File: src/rtl/scan_pkg.sv
// Shared types and defaults for the scan capture block.
package scan_pkg;
  localparam int GS_DEF     = 8;
  localparam int SETTLE_DEF = 4;

  typedef enum logic [1:0] {IDLE, CAPTURE, COMMIT} state_e;
  typedef enum logic [1:0] {VALID, BLANK, MALFORMED} decode_e;
endpackage

File: src/rtl/scan_capture_if.sv
// Display-driver pins in, rebuilt frame and status out.
interface scan_capture_if import scan_pkg::*; #(parameter int gs = GS_DEF);
  logic [gs-1:0]    col_val_i;
  logic [gs-1:0]    row_val_i;
  logic             d_disp_i;
  logic [gs*gs-1:0] matrix_o;
  logic             frame_valid_o;
  logic             busy_o;
  logic             err_o;
  logic [7:0]       frame_cnt_o;

  modport master (output col_val_i, row_val_i, d_disp_i,
                  input  matrix_o, frame_valid_o, busy_o, err_o, frame_cnt_o);
  modport slave  (input  col_val_i, row_val_i, d_disp_i,
                  output matrix_o, frame_valid_o, busy_o, err_o, frame_cnt_o);
endinterface

File: src/rtl/scan_row_decode.sv
// Classifies an active-low row select as VALID (with index), BLANK or MALFORMED.
module scan_row_decode import scan_pkg::*; #(
  parameter  int gs = GS_DEF,
  localparam int IW = (gs > 1) ? $clog2(gs) : 1
) (
  input  logic [gs-1:0] row_i,
  output logic [IW-1:0] idx_o,
  output decode_e       kind_o
);
  logic [gs-1:0] sel;
  assign sel = ~row_i;

  always_comb begin
    idx_o = '0;
    for (int i = 0; i < gs; i++)
      if (sel[i]) idx_o = IW'(i);
    if (sel == '0 || sel == '1)                 kind_o = BLANK;
    else if ((sel & (sel - gs'(1))) == '0)      kind_o = VALID;
    else                                        kind_o = MALFORMED;
  end
endmodule

File: src/rtl/scan_capture.sv
// Rebuilds a row-scanned matrix frame from driver pins and publishes it on each clean scan.
module scan_capture import scan_pkg::*; #(
  parameter int gs     = GS_DEF,
  parameter int SETTLE = SETTLE_DEF
) (
  input logic          clk_i,
  input logic          rst_i,
  scan_capture_if.slave bus
);
  localparam int IW = (gs > 1) ? $clog2(gs) : 1;
  localparam int CW = 4;

  logic [gs-1:0]    row_q, col_q, row_p_q, col_p_q;
  logic             done_q;
  logic [CW-1:0]    cnt_q, cnt_d;
  state_e           state_q, state_d;
  logic [gs*gs-1:0] shadow_q, shadow_d, matrix_q, matrix_d;
  logic [gs-1:0]    mask_q, mask_d, full_n;
  logic [IW-1:0]    exp_q, exp_d, held_r_q, held_r_d, dec_idx;
  logic             held_q, held_d, held_live;
  logic             fv_q, fv_d, busy_q, busy_d, err_q, err_d;
  logic [7:0]       fcnt_q, fcnt_d;
  decode_e          dec_kind;
  logic             row_chg, settle_ev, row_ev, mal_ev, blank_ev, hit;

  scan_row_decode #(.gs(gs)) u_dec (.row_i(row_q), .idx_o(dec_idx), .kind_o(dec_kind));

  always_comb begin
    row_chg   = (row_q != row_p_q);
    cnt_d     = (row_chg || col_q != col_p_q) ? '0 :
                (cnt_q == CW'(SETTLE)) ? cnt_q : cnt_q + CW'(1);
    settle_ev = (cnt_d == CW'(SETTLE - 1));
    // A re-settle of the row already sampled (column wobble) is not a new visit.
    held_live = held_q && !row_chg;
    row_ev    = settle_ev && dec_kind == VALID && !(held_live && dec_idx == held_r_q);
    mal_ev    = settle_ev && dec_kind == MALFORMED;
    blank_ev  = settle_ev && dec_kind == BLANK;

    held_d   = held_live;
    held_r_d = held_r_q;
    if (row_ev) begin
      held_d   = 1'b1;
      held_r_d = dec_idx;
    end
  end

  always_comb begin
    state_d  = state_q;
    shadow_d = shadow_q;
    mask_d   = mask_q;
    exp_d    = exp_q;
    matrix_d = matrix_q;
    fcnt_d   = fcnt_q;
    fv_d     = 1'b0;
    err_d    = 1'b0;
    hit      = 1'b0;
    full_n   = mask_q;
    case (state_q)
      IDLE: begin
        mask_d = '0;
        exp_d  = '0;
        if (row_ev && dec_idx == '0) begin
          shadow_d[gs-1:0] = col_q;
          mask_d           = gs'(1);
          exp_d            = IW'(1);
          state_d          = CAPTURE;
        end
      end
      CAPTURE: begin
        hit = row_ev && dec_idx == exp_q;
        if (hit) full_n[dec_idx] = 1'b1;
        if ((row_ev && !hit) || mal_ev || (done_q && full_n != '1)) begin
          err_d   = 1'b1;
          state_d = IDLE;
        end else if (blank_ev) begin
          state_d = IDLE;
        end else begin
          if (hit) begin
            shadow_d[gs*int'(dec_idx) +: gs] = col_q;
            mask_d = full_n;
            exp_d  = exp_q + IW'(1);
          end
          // Last row settling together with done commits immediately.
          if (full_n == '1) begin
            if (done_q) begin
              matrix_d = shadow_d;
              fv_d     = 1'b1;
              fcnt_d   = fcnt_q + 8'd1;
              state_d  = IDLE;
            end else begin
              state_d  = COMMIT;
            end
          end
        end
      end
      COMMIT: begin
        if (row_ev || mal_ev) begin
          err_d   = 1'b1;
          state_d = IDLE;
        end else if (done_q) begin
          matrix_d = shadow_q;
          fv_d     = 1'b1;
          fcnt_d   = fcnt_q + 8'd1;
          state_d  = IDLE;
        end else if (blank_ev) begin
          state_d = IDLE;
        end
      end
      default: state_d = IDLE;
    endcase
    busy_d = (state_d != IDLE);
  end

  always_ff @(posedge clk_i) begin
    if (rst_i) begin
      row_q    <= '0;
      col_q    <= '0;
      row_p_q  <= '0;
      col_p_q  <= '0;
      done_q   <= 1'b0;
      cnt_q    <= '0;
      state_q  <= IDLE;
      shadow_q <= '0;
      matrix_q <= '0;
      mask_q   <= '0;
      exp_q    <= '0;
      held_q   <= 1'b0;
      held_r_q <= '0;
      fv_q     <= 1'b0;
      busy_q   <= 1'b0;
      err_q    <= 1'b0;
      fcnt_q   <= '0;
    end else begin
      row_q    <= bus.row_val_i;
      col_q    <= bus.col_val_i;
      row_p_q  <= row_q;
      col_p_q  <= col_q;
      done_q   <= bus.d_disp_i;
      cnt_q    <= cnt_d;
      state_q  <= state_d;
      shadow_q <= shadow_d;
      matrix_q <= matrix_d;
      mask_q   <= mask_d;
      exp_q    <= exp_d;
      held_q   <= held_d;
      held_r_q <= held_r_d;
      fv_q     <= fv_d;
      busy_q   <= busy_d;
      err_q    <= err_d;
      fcnt_q   <= fcnt_d;
    end
  end

  assign bus.matrix_o      = matrix_q;
  assign bus.frame_valid_o = fv_q;
  assign bus.busy_o        = busy_q;
  assign bus.err_o         = err_q;
  assign bus.frame_cnt_o   = fcnt_q;
endmodule

File: src/flat_wrapper.sv
// flat-port wrapper written by rule: the top's interface ports become plain ports
module scan_capture_flat import scan_pkg::*;
#(
  parameter int gs     = GS_DEF,
  parameter int SETTLE = SETTLE_DEF
)
  (clk_i, rst_i, bus_col_val_i, bus_row_val_i, bus_d_disp_i, bus_matrix_o, bus_frame_valid_o, bus_busy_o, bus_err_o, bus_frame_cnt_o);
  scan_capture_if #(.gs(gs)) bus_i ();
  input logic clk_i;
  input logic rst_i;
  input wire logic [$bits(bus_i.col_val_i)-1:0] bus_col_val_i;
  input wire logic [$bits(bus_i.row_val_i)-1:0] bus_row_val_i;
  input wire logic [$bits(bus_i.d_disp_i)-1:0] bus_d_disp_i;
  output wire logic [$bits(bus_i.matrix_o)-1:0] bus_matrix_o;
  output wire logic [$bits(bus_i.frame_valid_o)-1:0] bus_frame_valid_o;
  output wire logic [$bits(bus_i.busy_o)-1:0] bus_busy_o;
  output wire logic [$bits(bus_i.err_o)-1:0] bus_err_o;
  output wire logic [$bits(bus_i.frame_cnt_o)-1:0] bus_frame_cnt_o;
  assign bus_i.col_val_i = bus_col_val_i;
  assign bus_i.row_val_i = bus_row_val_i;
  assign bus_i.d_disp_i = bus_d_disp_i;
  assign bus_matrix_o = bus_i.matrix_o;
  assign bus_frame_valid_o = bus_i.frame_valid_o;
  assign bus_busy_o = bus_i.busy_o;
  assign bus_err_o = bus_i.err_o;
  assign bus_frame_cnt_o = bus_i.frame_cnt_o;
  scan_capture #(.gs(gs), .SETTLE(SETTLE)) u_core (.clk_i(clk_i), .rst_i(rst_i), .bus(bus_i));
endmodule
File: config.mk
export PLATFORM = sky130hd
export DESIGN_NAME = scan_capture_flat
export DESIGN_NICKNAME = d
export VERILOG_FILES = /design/src/rtl/scan_pkg.sv /design/src/rtl/scan_capture_if.sv /design/src/rtl/scan_row_decode.sv /design/src/rtl/scan_capture.sv /design/src/flat_wrapper.sv
export SDC_FILE = /design/constraint.sdc
export NUM_CORES = 1
export LEC_CHECK = 0
export ABC_AREA = 0
export CAP_MARGIN = 20
export CORE_ASPECT_RATIO = 2
export CORE_MARGIN = 2
export CORE_UTILIZATION = 50
export CTS_BUF_LIST = sky130_fd_sc_hd__clkbuf_16
export DETAILED_ROUTE_END_ITERATION = 8
export DONT_BUFFER_PORTS = 1
export GPL_TIMING_DRIVEN = 0
export PLACE_DENSITY = 0.63
export SLEW_MARGIN = 10
export SYNTH_ARGS = -nofsm -noshare
export SYNTH_HDL_FRONTEND = slang
export SYNTH_SLANG_ARGS = --single-unit
File: constraint.sdc
create_clock -name clk_i -period 4.3 [get_ports clk_i]
set_clock_uncertainty 0.05 [all_clocks]
set_input_delay 0.86 -clock clk_i [delete_from_list [all_inputs] [get_ports clk_i]]
set_output_delay 0.86 -clock clk_i [all_outputs]
set_load 0.03 [all_outputs]
# Yosys cells after proc, flatten, opt, wreduce, memory -nomap -nowiden
# Index checks and enable logic that the tools add are counted.
[totals] out_inout_bits=75 regBits=193 wordCells=148 in_bits=19
[classes] n_eq_ne=21 shifts=2 order_cmp=2 n_reduce_logical=32 addsub=5 bitwise_logic=5 muxes=63
[ops] operator="64-bit 2-to-1 mux" count=7
[ops] operator="64-bit one-hot mux with 2 select lines" count=1
[ops] operator="8-bit 2-to-1 mux" count=13
[ops] operator="64-bit bitwise mux" count=1
[ops] operator="8-bit by 33-bit variable shift with 64-bit output, first input constant" count=1
[ops] operator="8-bit by 33-bit variable part select with 64-bit output" count=1
[ops] operator="8-bit one-hot mux with 2 select lines" count=3
[ops] operator="6-bit negator with 33-bit output" count=1
[ops] operator="3-bit 2-to-1 mux" count=9
[ops] operator="2-bit 2-to-1 mux" count=10
[ops] operator="8-bit == test, second input constant" count=2
[ops] operator="8-bit logical NOT" count=2
[ops] operator="8-bit inequality test" count=2
[ops] operator="1-bit 2-to-1 mux" count=12
[ops] operator="1-bit logical AND" count=11
[ops] operator="2-bit by 1-bit inequality test with 1-bit output, second input constant" count=5
[ops] operator="8-bit by 1-bit adder with 8-bit output, second input constant" count=1
[ops] operator="8-bit AND" count=1
[ops] operator="4-bit 2-to-1 mux" count=2
[ops] operator="8-bit inequality test, second input constant" count=1
[ops] operator="8-bit NOT" count=1
[ops] operator="8-bit OR" count=1
[ops] operator="4-bit AND reduction" count=2
[ops] operator="8-bit by 1-bit subtractor with 8-bit output, second input constant" count=1
[ops] operator="other kinds (23)" count=39

# Depth between registers and ports, before layout
# Gate-level depths: netlist of run 1.
[logic_depth] ltp_word=21 ltp_mapped=15 mapped_depth_nobuf=12

# Hierarchy
# Synthesis of run 1 repeated with hierarchy kept, for this count alone.
[hier_totals] cells_unflattened=1013 hier_area_um2=8961.1
[modules_own_cells] mod="scan_capture" area_per_inst_um2=8827.2 seq_area_each_um2=3863.7 cells_per_inst=990 instances=1
[modules_own_cells] mod="scan_row_decode" area_per_inst_um2=133.9 seq_area_each_um2=0.0 cells_per_inst=23 instances=1

# Worst setup path after synthesis of run 1
# Ideal clock, no wire load.
[synth_timing] path_type="reg-to-reg" start="register u_core.row_q[5]" end="register u_core.shadow_q[16]" path_slack_ns=0.936 path_stages_with_launch=13 synth_period_minus_slack_ns=3.364 required_time_ns=4.122 n_path_buf=2 setup_time_ns=0.128 t_arrival_ns=3.186 cell_sequence="dfxtp_1 buf_6 xor2_1 nor4_2 nand4_1 nor3_4 a41oi_2 nor4_4 a21oi_2 buf_6 nor4_4 mux2i_1 nor2_1"
[synth_between] elab_chain_cells=17 word_cells_on_any_way=52 classes_between="add/sub (2); order compare (2); eq/ne (8); shift (2); mux (12); bitwise (5); reduce/logical (21)"
[synth_rtl] item="from (decl)" line="scan_capture.sv:13" source="logic [gs-1:0] row_q, col_q, row_p_q, col_p_q;"
[synth_rtl] item="from (signal assigned)" line="scan_capture.sv:134" source="row_q <= bus.row_val_i;"
[synth_rtl] item="8-bit NOT" line="scan_row_decode.sv:11" source="assign sel = ~row_i;"
[synth_rtl] item="8-bit by 1-bit subtractor with 8-bit output" line="scan_row_decode.sv:18" source="else if ((sel & (sel - gs'(1))) == '0) kind_o = VALID;"
[synth_rtl] item="8-bit AND" line="scan_row_decode.sv:18"
[synth_rtl] item="8-bit logical NOT" line="scan_row_decode.sv:18"
[synth_rtl] item="2-bit 2-to-1 mux" line="scan_row_decode.sv:18"
[synth_rtl] item="2-bit 2-to-1 mux" line="scan_row_decode.sv:17" source="if (sel == '0 || sel == '1) kind_o = BLANK;"
[synth_rtl] item="2-bit logical NOT" line="scan_capture.sv:35" source="row_ev = settle_ev && dec_kind == VALID && !(held_live && dec_idx == held_r_q);"
[synth_rtl] item="1-bit logical AND (2 in a row)" line="scan_capture.sv:35"
[synth_rtl] item="1-bit logical AND" line="scan_capture.sv:70" source="hit = row_ev && dec_idx == exp_q;"
[synth_rtl] item="8-bit 2-to-1 mux" line="scan_capture.sv:71" source="if (hit) full_n[dec_idx] = 1'b1;"
[synth_rtl] item="8-bit 2-to-1 mux" line="scan_capture.sv:58" source="case (state_q)"
[synth_rtl] item="8-bit inequality test" line="scan_capture.sv:72" source="if ((row_ev && !hit) || mal_ev || (done_q && full_n != '1)) begin"
[synth_rtl] item="1-bit logical AND" line="scan_capture.sv:72"
[synth_rtl] item="1-bit logical OR" line="scan_capture.sv:72"
[synth_rtl] item="1-bit NOT (no line)"
[synth_rtl] item="3-bit AND reduction (no line)"
[synth_rtl] item="to (signal assigned)" line="scan_capture.sv:141" source="shadow_q <= shadow_d;"
[synth_rtl] item="to (decl)" line="scan_capture.sv:17" source="logic [gs*gs-1:0] shadow_q, shadow_d, matrix_q, matrix_d;"
# Several ways; a longest one is shown, not always the timed one. The select of a mux whose other input is x is not followed.
# A chain may end at the register's enable or synchronous reset.

# Final worst setup path of run 1
[layout_timing] start="register u_core.row_q[4]" end="register u_core.matrix_q[19], in the netlist u_core.bus.matrix_o[19]"
[layout_between] elab_chain_cells=17 word_cells_on_any_way=62 classes_between="add/sub (2); order compare (2); eq/ne (13); shift (2); mux (18); bitwise (3); reduce/logical (22)"
[layout_rtl] item="8-bit NOT" line="scan_row_decode.sv:11"
[layout_rtl] item="8-bit by 1-bit subtractor with 8-bit output / 3-bit 2-to-1 mux (equally long branches)" line="scan_row_decode.sv:18, scan_row_decode.sv:16"
[layout_rtl] item="8-bit AND / 3-bit 2-to-1 mux (equally long branches)" line="scan_row_decode.sv:18, scan_row_decode.sv:16"
[layout_rtl] item="8-bit logical NOT / 3-bit 2-to-1 mux (equally long branches)" line="scan_row_decode.sv:18, scan_row_decode.sv:16"
[layout_rtl] item="2-bit 2-to-1 mux / 3-bit 2-to-1 mux (equally long branches)" line="scan_row_decode.sv:18, scan_row_decode.sv:16"
[layout_rtl] item="2-bit 2-to-1 mux, or another cell as far along" line="scan_row_decode.sv:17"
[layout_rtl] item="2-bit logical NOT, or another cell as far along" line="scan_capture.sv:35"
[layout_rtl] item="1-bit logical AND, or another cell as far along" line="scan_capture.sv:35"
[layout_rtl] item="1-bit logical AND / 1-bit demux with 3-bit select (equally long branches)"
[layout_rtl] item="1-bit logical AND / 8-bit OR (equally long branches)"
[layout_rtl] item="8-bit 2-to-1 mux" line="scan_capture.sv:71"
[layout_rtl] item="8-bit 2-to-1 mux" line="scan_capture.sv:58"
[layout_rtl] item="8-bit inequality test" line="scan_capture.sv:72"
[layout_rtl] item="1-bit logical AND" line="scan_capture.sv:72"
[layout_rtl] item="1-bit logical OR" line="scan_capture.sv:72"
[layout_rtl] item="2-bit inequality test (no line)"
[layout_rtl] item="7-bit AND reduction (no line)"
[layout_rtl] item="to (signal assigned)" line="scan_capture.sv:142" source="matrix_q <= matrix_d;"
[layout_rtl] item="to (decl)" line="scan_capture.sv:17"
# Several ways; a longest one is shown, not always the timed one. The select of a mux whose other input is x is not followed.

==> results of run 1 <==
-- layout make-up --
type                    instances  share of cell area (%)
clock buffers                  17                    4.42
plain buffers                  66                    3.06
well taps                     210                    2.73
repair buffers                  8                   0.624
inverters                      20                   0.780
flip-flops and latches        193                    40.2
clock inverters                15                    1.46
multi-input cells             631                    46.7
-- path summary, 6_finish.rpt --
check	from	endpoint	slack, ps	cells after the start
max reg2reg	u_core.row_q[4]	u_core.bus.matrix_o[19]	320	10
min	u_core.mask_q[3]	u_core.mask_q[3]	410	2
max	u_core.row_q[4]	u_core.bus.matrix_o[19]	320	10
min reg2reg	u_core.mask_q[3]	u_core.mask_q[3]	410	2
-- repair_timing --
item,in CTS,in global routing
resized for setup,3,3
buffers inserted,2,5
setup endpoints to repair,127,117
pin swaps,1,2
hold buffers,0,0
-- layout by cell type (no fill, tap or decap), drive strengths merged, types with 4 or more instances in the layout --
| cell type | Yosys | layout |
|---|---|---|
| xnor2 | 8 | 8 |
| nand3 | 13 | 13 |
| o31ai | 7 | 7 |
| buf | 37 | 44 |
| and2 | 17 | 17 |
| a31oi | 9 | 9 |
| nor2 | 96 | 96 |
| nand3b | 4 | 4 |
| mux2 | 11 | 11 |
| nor3 | 10 | 10 |
| a211oi | 72 | 72 |
| nor4 | 18 | 18 |
| nand2 | 37 | 37 |
| nand4 | 4 | 4 |
| mux2i | 122 | 122 |
| xor2 | 16 | 16 |
| clkinv | 0 | 5 |
| clkinvlp | 0 | 4 |
| clkbuf | 31 | 47 |
| inv | 20 | 25 |
| dfxtp | 193 | 193 |
| a21oi | 74 | 74 |
| ha | 10 | 10 |
| nor2b | 47 | 47 |
| o21ai | 9 | 9 |
-- layer usage --
layer,vias to the layer above,wire length (um),global-route usage [%]
met4,0,1050,13.5
met1,3283,8680,25.3
met3,49,772,5.06
li1,3311,-,-
met5,-,0,0
met2,138,13600,51.3
-- sequential cells by signal, indices dropped and copies added, names as in the netlist, 4 cells and up --
register	flops
u_core.cnt_q	4
u_core.col_p_q	8
u_core.row_q	8
u_core.col_q	8
u_core.bus.matrix_o	64
u_core.bus.frame_cnt_o	8
u_core.row_p_q	8
u_core.mask_q	8
u_core.shadow_q	64
-- cell families after synthesis --
logic type / Yosys count / share of synthesized area [%]
simple gates: 268 / 17.0
compound gates: 195 / 15.0
flops: 193 / 44.3
mux: 133 / 15.4
buf+inv: 88 / 4.29
xor+xnor: 24 / 2.41
fa+ha+maj: 11 / 1.55
-- worst max-delay path: stages (launching register included) --
cell,delay [ps]
dfxtp_1,490
nand3b_1,200
a31oi_4,310
inv_2,170
ha_1,230
ha_1,280
nor2_1,450
nand3b_1,350
nor3_2,770
mux2i_1,430
a211oi_1,120
-- power by group through the flow --
stage,Clock (W),Sequential [W],Combinational [W]
detailed placement,0,0.00185,0.000144
floorplan,0,0.00185,0.0000968
global placement,0,0.00185,0.000143
CTS,0.00156,0.00182,0.000140
global route,0.00162,0.00182,0.000151
finish,0.00153,0.00182,0.000139
-- stage by stage --
stage                     util, %  total power, W
final                        56.0         0.00349
after detailed placement     52.4         0.00200
after floorplan                 -         0.00195
after global placement       52.3         0.00200
after global routing         56.0         0.00359
after CTS                    55.7         0.00351
==> results.toml, run 1 <==
[routing]
post_drt_wl_per_cell_um = 20.8
initialDrtViolationCount = 312
ant_nets = 0
drt-vias-per-instance = 5.85
num_vias = 6781
routed_wl_um = 24100
remaining_drc_errors = 0
firstDrtPassIters = 6

[cts]
numCtsBuffers = 17
cts.sinks = 193
root_buffer = "clkbuf_16"
h-tree-depth = 4
clk_pin_slew_ps = 70
cts_tree = "yes"
clkLatencyLatePin_ps = 440
clock_path_buffers = 2

[final_layout]
fillCellCount = 1658
multi_input_area_sq_mm = 0.00450
layout-drive-gt1-share_pct = 10.4
syn_to_final_growth_pct = 10.2
ff_latch_area_sq_mm = 0.00387
final_area_sq_mm = 0.00962
stdcell_count = 1160
nets = 966
num_antenna_cells = 0

[yosys]
synth_common_cells = "dfxtp_1 (193), mux2i_1 (122), nor2_1 (96)"
synth_edf_count = 0
syn_inst = 912
synth_area_leaders = "dfxtp_1 (44%), mux2i_1 (14%), a211oi_1 (6.2%)"
async_flop_share_pct = 0
synth_most_common_cell = "dfxtp_1"
syn-mean-instance-area_sq_um = 9.57
yosysTopAreaCell = "dfxtp_1"
synth_top_cell_area_share_pct = 44.3
ys_seq_area_share_pct = 44.3
yosys_warnings = 0
ys.flop_type = "dfxtp_1"
synth_seq_cells = 193
synth.distinct_cells = 64
syn-cell-area_sq_mm = 0.00873
syn-num-nets = 941

[timing]
finalHoldViolCount = 0
max_freq_mhz = 251
hold_slack_ps = 415
slew_viol_final = 0
fin_crit_sh_pct = 92.6
timing.final.crit_period_ps = 3980
finalSetupViolations = 0
relSlewSlack_pct = 34.2
tightest_slew_ps = 983
final.setup.worst_slack_ps = 317
final.setup.tns_ps = 0
rsz0062_at_grt = "no"

[place]
place_area_sq_mm = 0.00900
pre_cts_ws_ps = -328
hpwl_um = 18400
gp_congestion = 0.934
post-place-cells = 1123
io_buffers = 0

[critical_path]
worst-path-max-fanout = 10
arrival_ps = 4250
worstPathRequired_ps = 4560
startpoint_type = "flop"
crit_path_end_kind = "flop"
path_class = "reg2reg"

[floorplan]
initial_core_util_pct = 50.8
chipHeight_um = 191
rows = 68
num_io_pins = 94
core_sq_mm = 0.0172
die_x_um = 97.4
die_area_sq_mm = 0.0186

[power_and_ir_drop]
cellPowerDensity_mw_per_mm2 = 363
vdd.ir_drop.worst_mv = 0.225
leakage_nw = 3.24
p_seq_share_pct = 52.1
clock_power_share_pct = 43.9
combPwrFrac_pct = 4.0
p_sw_share_pct = 24.2
p_int_w = 0.00264
p_switching_w = 0.000845

[outcome]
run_status = "completed"

[global_route]
grt_pass1_wl_um = 37500
grt-ovfl-total = 0
grt_pass1_vias = 6876
antenna_found_initial = 0
grt_max_degree = 18
track_usage_pct = 26.2

[flow_run]
cap_violations = 0

[worst_hold_path]
hold_class = "reg2reg"
No activity file was read; power rests on OpenSTA's default activity.
==> run 2: changes to the inputs <==
Settings changed: GPL_TIMING_DRIVEN 0 to not set.
==> run 2 against run 1 <==
Non-clock buffer count shrank 27. Register-to-register slack got worse by 50 ps. Critical path depth stayed put. Final area grew 1.4%. Sequential share of layout area decreased by 0.55 points. Worst setup slack worse by 46 ps. Clock-buffer cell count unchanged. Combinational power decreased by 32%. Largest cell class unchanged. Highest routed layer unchanged.
==> results.toml, run 2 (synthesized netlist as in run 1, its figures left out) <==
[cts]
cts_tree = "yes"
root_buffer = "clkbuf_16"
cts_setup_buffers = 0
clkLatencyLatePin_ps = 430
h-tree-depth = 4
numCtsBuffers = 17
clock_path_buffers = 2
cts.sinks = 193
clk_pin_slew_ps = 70

[timing]
timing.final.crit_period_ps = 4030
rsz0062_at_grt = "no"
final.setup.tns_ps = 0
relSlewSlack_pct = 42.2
finalHoldViolCount = 0
hold_slack_ps = 410
fin_crit_sh_pct = 93.7
finalSetupViolations = 0
max_freq_mhz = 248
tightest_slew_ps = 866
slew_viol_final = 0

[routing]
drt-vias-per-instance = 5.86
firstDrtPassIters = 5
ant_nets = 0
remaining_drc_errors = 0
routed_wl_um = 22900
post_drt_wl_per_cell_um = 20.2
initialDrtViolationCount = 293
num_vias = 6639

[worst_hold_path]
min_from = "u_core.mask_q[7]"
min_to = "u_core.mask_q[7]"
hold_depth = 2
hold_class = "reg2reg"

[place]
gp_congestion = 0.956
hpwl_um = 16900
io_buffers = 0
place_area_sq_mm = 0.00917

[final_layout]
nets = 939
final_util_pct = 56.8
layout_common_cells = "dfxtp_1 (191), mux2i_1 (122), nor2_1 (96)"
ff_latch_area_sq_mm = 0.00387
layout-drive-gt1-share_pct = 12.9
layout_commonest_cell = "dfxtp_1"
syn_to_final_growth_pct = 11.8
fillCellCount = 1524
final_area_sq_mm = 0.00975
num_antenna_cells = 0
multi_input_area_sq_mm = 0.00452

[floorplan]
chipHeight_um = 191
die_x_um = 97.4
core_sq_mm = 0.0172
die_area_sq_mm = 0.0186
num_io_pins = 94
rows = 68
initial_core_util_pct = 50.8

[global_route]
top_usage_layer = "met2"
antenna_found_initial = 0
track_usage_pct = 24.8
grtUsageMet1_pct = 24.3
grtUsageMet3_pct = 4.07
grt_max_degree = 188
grt_pass1_vias = 6721
use_met2_pct = 48.5
grt_pass1_wl_um = 36000
grt-ovfl-total = 0

[critical_path]
worstPathRequired_ps = 4580
worst-path-max-fanout = 15
reg2reg_slack_ps = 270
path_class = "reg2reg"
timing.rr.start = "u_core.row_q[4]"
r2r-end = "u_core.bus.frame_cnt_o[7]"
reg2regPathDepth = 10
startpoint_type = "flop"
arrival_ps = 4310
crit_path_end_kind = "flop"

[outcome]
run_status = "completed"

[flow_run]
cap_violations = 0

[power_and_ir_drop]
cellPowerDensity_mw_per_mm2 = 358
leakage_nw = 3.33
vdd.ir_drop.worst_mv = 0.277
## run 2: cell types whose count changed in the layout (fill, tap and decap cells not counted), moves of 4 or more
cell      before  now
inv_6          2    6
buf_4          9   39
clkbuf_1      29    0
buf_1         17    0
buf_12         0    8
buf_2         15    0
## run 2: how the worst max path moves through the flow
stage / from / endpoint / slack [ps] / depth (start not counted)
3_3_place_gp: u_core.row_q[3] / u_core.bus.frame_cnt_o[7] / 270 / 11
2_1_floorplan: u_core.row_q[5] / u_core.shadow_q[16] / 940 / 12
4_1_cts: u_core.row_q[3] / u_core.bus.frame_cnt_o[7] / 270 / 11
6_report: u_core.row_q[4] / u_core.bus.frame_cnt_o[7] / 270 / 10
3_5_place_dp: u_core.row_q[3] / u_core.bus.frame_cnt_o[7] / 280 / 11
5_1_grt: u_core.row_q[4] / u_core.bus.matrix_o[34] / 50 / 12
## run 2: routing by layer
layer	vias up	part of all wire, %
met4	0	4.7
met2	170	57
met1	3169	34
met5	-	0
met3	48	3.3
li1	3252	-
## run 2: area by class of cell
cell class,count,area share [%]
flip-flops and latches,193,39.6
clock buffers,17,4.36
repair buffers,47,4.64
clock inverters,14,1.56
well taps,210,2.69
multi-input cells,631,46.3
inverters,20,0.770
## run 2: per-stage QoR
stage / total power (W) / cells / worst slack, ps
4_1_cts: 0.00352 / 1132 / 268
3_3_place_gp: 0.00196 / 1101 / 275
6_report: 0.00349 / 1132 / 271
3_5_place_dp: 0.00196 / 1101 / 283
2_1_floorplan: 0.00195 / 912 / 936
5_1_grt: 0.00360 / 1132 / 45.8
## run 2: where the power goes
group	internal, W	switching [W]	leakage, nW
Combinational	0.0000370	0.0000576	1.49
Sequential	0.00180	0.0000208	1.56
Clock	0.000864	0.000708	0.281
## run 2: worst max-delay path, stage by stage (launching register included)
cell	delay (ps)
dfxtp_1	610
and4_1	310
nand4_1	140
a31o_2	320
nor3_4	440
a41oi_2	230
nor4_4	490
nand4b_1	270
a2111oi_0	820
xnor2_1	190
nor2_1	50
## run 2: what timing repair did
action | 4_1_cts | 5_1_grt
gates resized for setup | 0 | 2
hold buffers | 0 | 0
endpoints found under the setup margin | 0 | 5
==> run 3: changes to the inputs <==
Settings changed: CORE_MARGIN 2 to 3.
Clock period 4.3 ns to 5.2 ns, I/O delays scaled along.
==> run 3 against run 2 <==
Register-to-register slack better by 460 ps. Worst hold slack improved by 9.7 ps. Critical path depth is 1 higher. Power decreased by 18%. Final area is 3.6% lower. First-iteration DRC count decreased by 15%. Non-clock buffer count is 32 lower. Utilization decreased by 1.2 points. Combinational power decreased by 23%. Die area increased by 3.1%. Via count decreased by 2.7%. Critical path type unchanged. Critical endpoint is now u_core.shadow_q[2].
==> results.toml, run 3 (synthesized netlist as in run 1, its figures left out) <==
[final_layout]
layout_commonest_cell = "dfxtp_1"
num_antenna_cells = 0
syn_to_final_growth_pct = 7.77
layout-drive-gt1-share_pct = 9.20
stdcell_count = 1098
final_area_sq_mm = 0.00941
nets = 907
layout_common_cells = "dfxtp_1 (193), mux2i_1 (122), nor2_1 (96)"
fillCellCount = 1550

[place]
place_area_sq_mm = 0.00883
gp_congestion = 0.979
io_buffers = 0
post-place-cells = 1066
hpwl_um = 16400

[cts]
clock_path_buffers = 2
numCtsBuffers = 17
clk_pin_slew_ps = 70
cts_setup_buffers = 0
cts.sinks = 193
postCtsHoldBufs = 0
root_buffer = "clkbuf_16"
cts_tree = "yes"
cts_resized = 0
h-tree-depth = 4
clkLatencyLatePin_ps = 430

[timing]
finalHoldViolCount = 0
fin_crit_sh_pct = 86.0
tightest_slew_ps = 1030
rsz0062_at_grt = "no"
final.setup.tns_ps = 0
slew_viol_final = 0
relSlewSlack_pct = 31.4
max_freq_mhz = 224
finalSetupViolations = 0
timing.final.crit_period_ps = 4470

[routing]
post_drt_wl_per_cell_um = 20.4
routed_wl_um = 22400
num_vias = 6463
ant_nets = 0
initialDrtViolationCount = 248
firstDrtPassIters = 5
drt-vias-per-instance = 5.89
remaining_drc_errors = 0

[floorplan]
die_area_sq_mm = 0.0192
initial_core_util_pct = 51.5
rows = 67
chipHeight_um = 193
num_io_pins = 94
core_sq_mm = 0.0169
die_x_um = 99.4

[global_route]
grt_max_degree = 188
antenna_found_initial = 0
grt-ovfl-total = 0
grt_pass1_wl_um = 34500
grt_pass1_vias = 6317
track_usage_pct = 23.4

[critical_path]
worst-path-max-fanout = 15
timing.rr.start = "u_core.row_q[4]"
arrival_ps = 4740
crit_path_end_kind = "flop"
startpoint_type = "flop"
worstPathRequired_ps = 5470
path_class = "reg2reg"
crit_path_start = "u_core.row_q[4]"

[power_and_ir_drop]
leakage_nw = 3.15
vdd.ir_drop.worst_mv = 0.276
cellPowerDensity_mw_per_mm2 = 303

[flow_run]
cap_violations = 0

[worst_hold_path]
min_from = "u_core.mask_q[7]"
hold_class = "reg2reg"

[outcome]
run_status = "completed"
-- run 3: changes by cell type in the layout (fill, tap and decap cells not counted), sizes merged --
cell	change
buf	-32
clkinv	+5
inv	-4
-- run 3: final timing paths --
check / end / slack (ps) / cells past startpoint
worst min register to register: u_core.mask_q[7] / 420 / 2
worst max register to register: u_core.shadow_q[2] / 730 / 11
worst min-delay path: u_core.mask_q[7] / 420 / 2
worst max-delay path: u_core.shadow_q[2] / 730 / 11
-- run 3: critical path: stages, from the launching register on --
cell	delay, ps
dfxtp_1	620
nand3b_1	220
a31oi_4	290
inv_2	150
xnor2_1	160
nor3_1	630
nor4_1	160
o21ba_2	260
a21oi_2	810
o21ai_0	220
nand3_1	390
mux2_2	390
-- run 3: per-stage QoR --
stage / hold WS (ps) / total power [W] / util (%) / setup slack (ps)
3_3_place_gp: 404 / 0.00161 / 52.1 / 898
2_1_floorplan: 376 / 0.00161 / - / 1840
3_5_place_dp: 409 / 0.00161 / 52.1 / 798
4_1_cts: 422 / 0.00288 / 55.5 / 779
6_report: 419 / 0.00285 / 55.5 / 727
5_1_grt: 449 / 0.00294 / 55.5 / 472
-- run 3: area by class of cell --
| type | instances | area, sq um | area share, % |
|---|---|---|---|
| Clock inverter | 15 | 150 | 1.60 |
| Clock buffer | 17 | 425 | 4.52 |
| Sequential cell | 193 | 3860 | 41.1 |
| Multi-Input combinational cell | 631 | 4520 | 48.1 |
| Inverter | 20 | 75.1 | 0.798 |
| Tap cell | 207 | 259 | 2.75 |
| Timing Repair Buffer | 15 | 113 | 1.20 |
-- run 3: power by group --
| part | switching, W | internal [W] | total (W) |
|---|---|---|---|
| sequential | 0.0000171 | 0.00149 | 0.00151 |
| combinational | 0.0000458 | 0.0000265 | 0.0000723 |
| clock | 0.000562 | 0.000705 | 0.00127 |
-- run 3: routing by layer --
metal  global-route usage, %  wire [um]
met1                    23.8       8110
met3                    3.80        717
met5                       0          0
met4                    11.0        826
met2                    45.4      12800
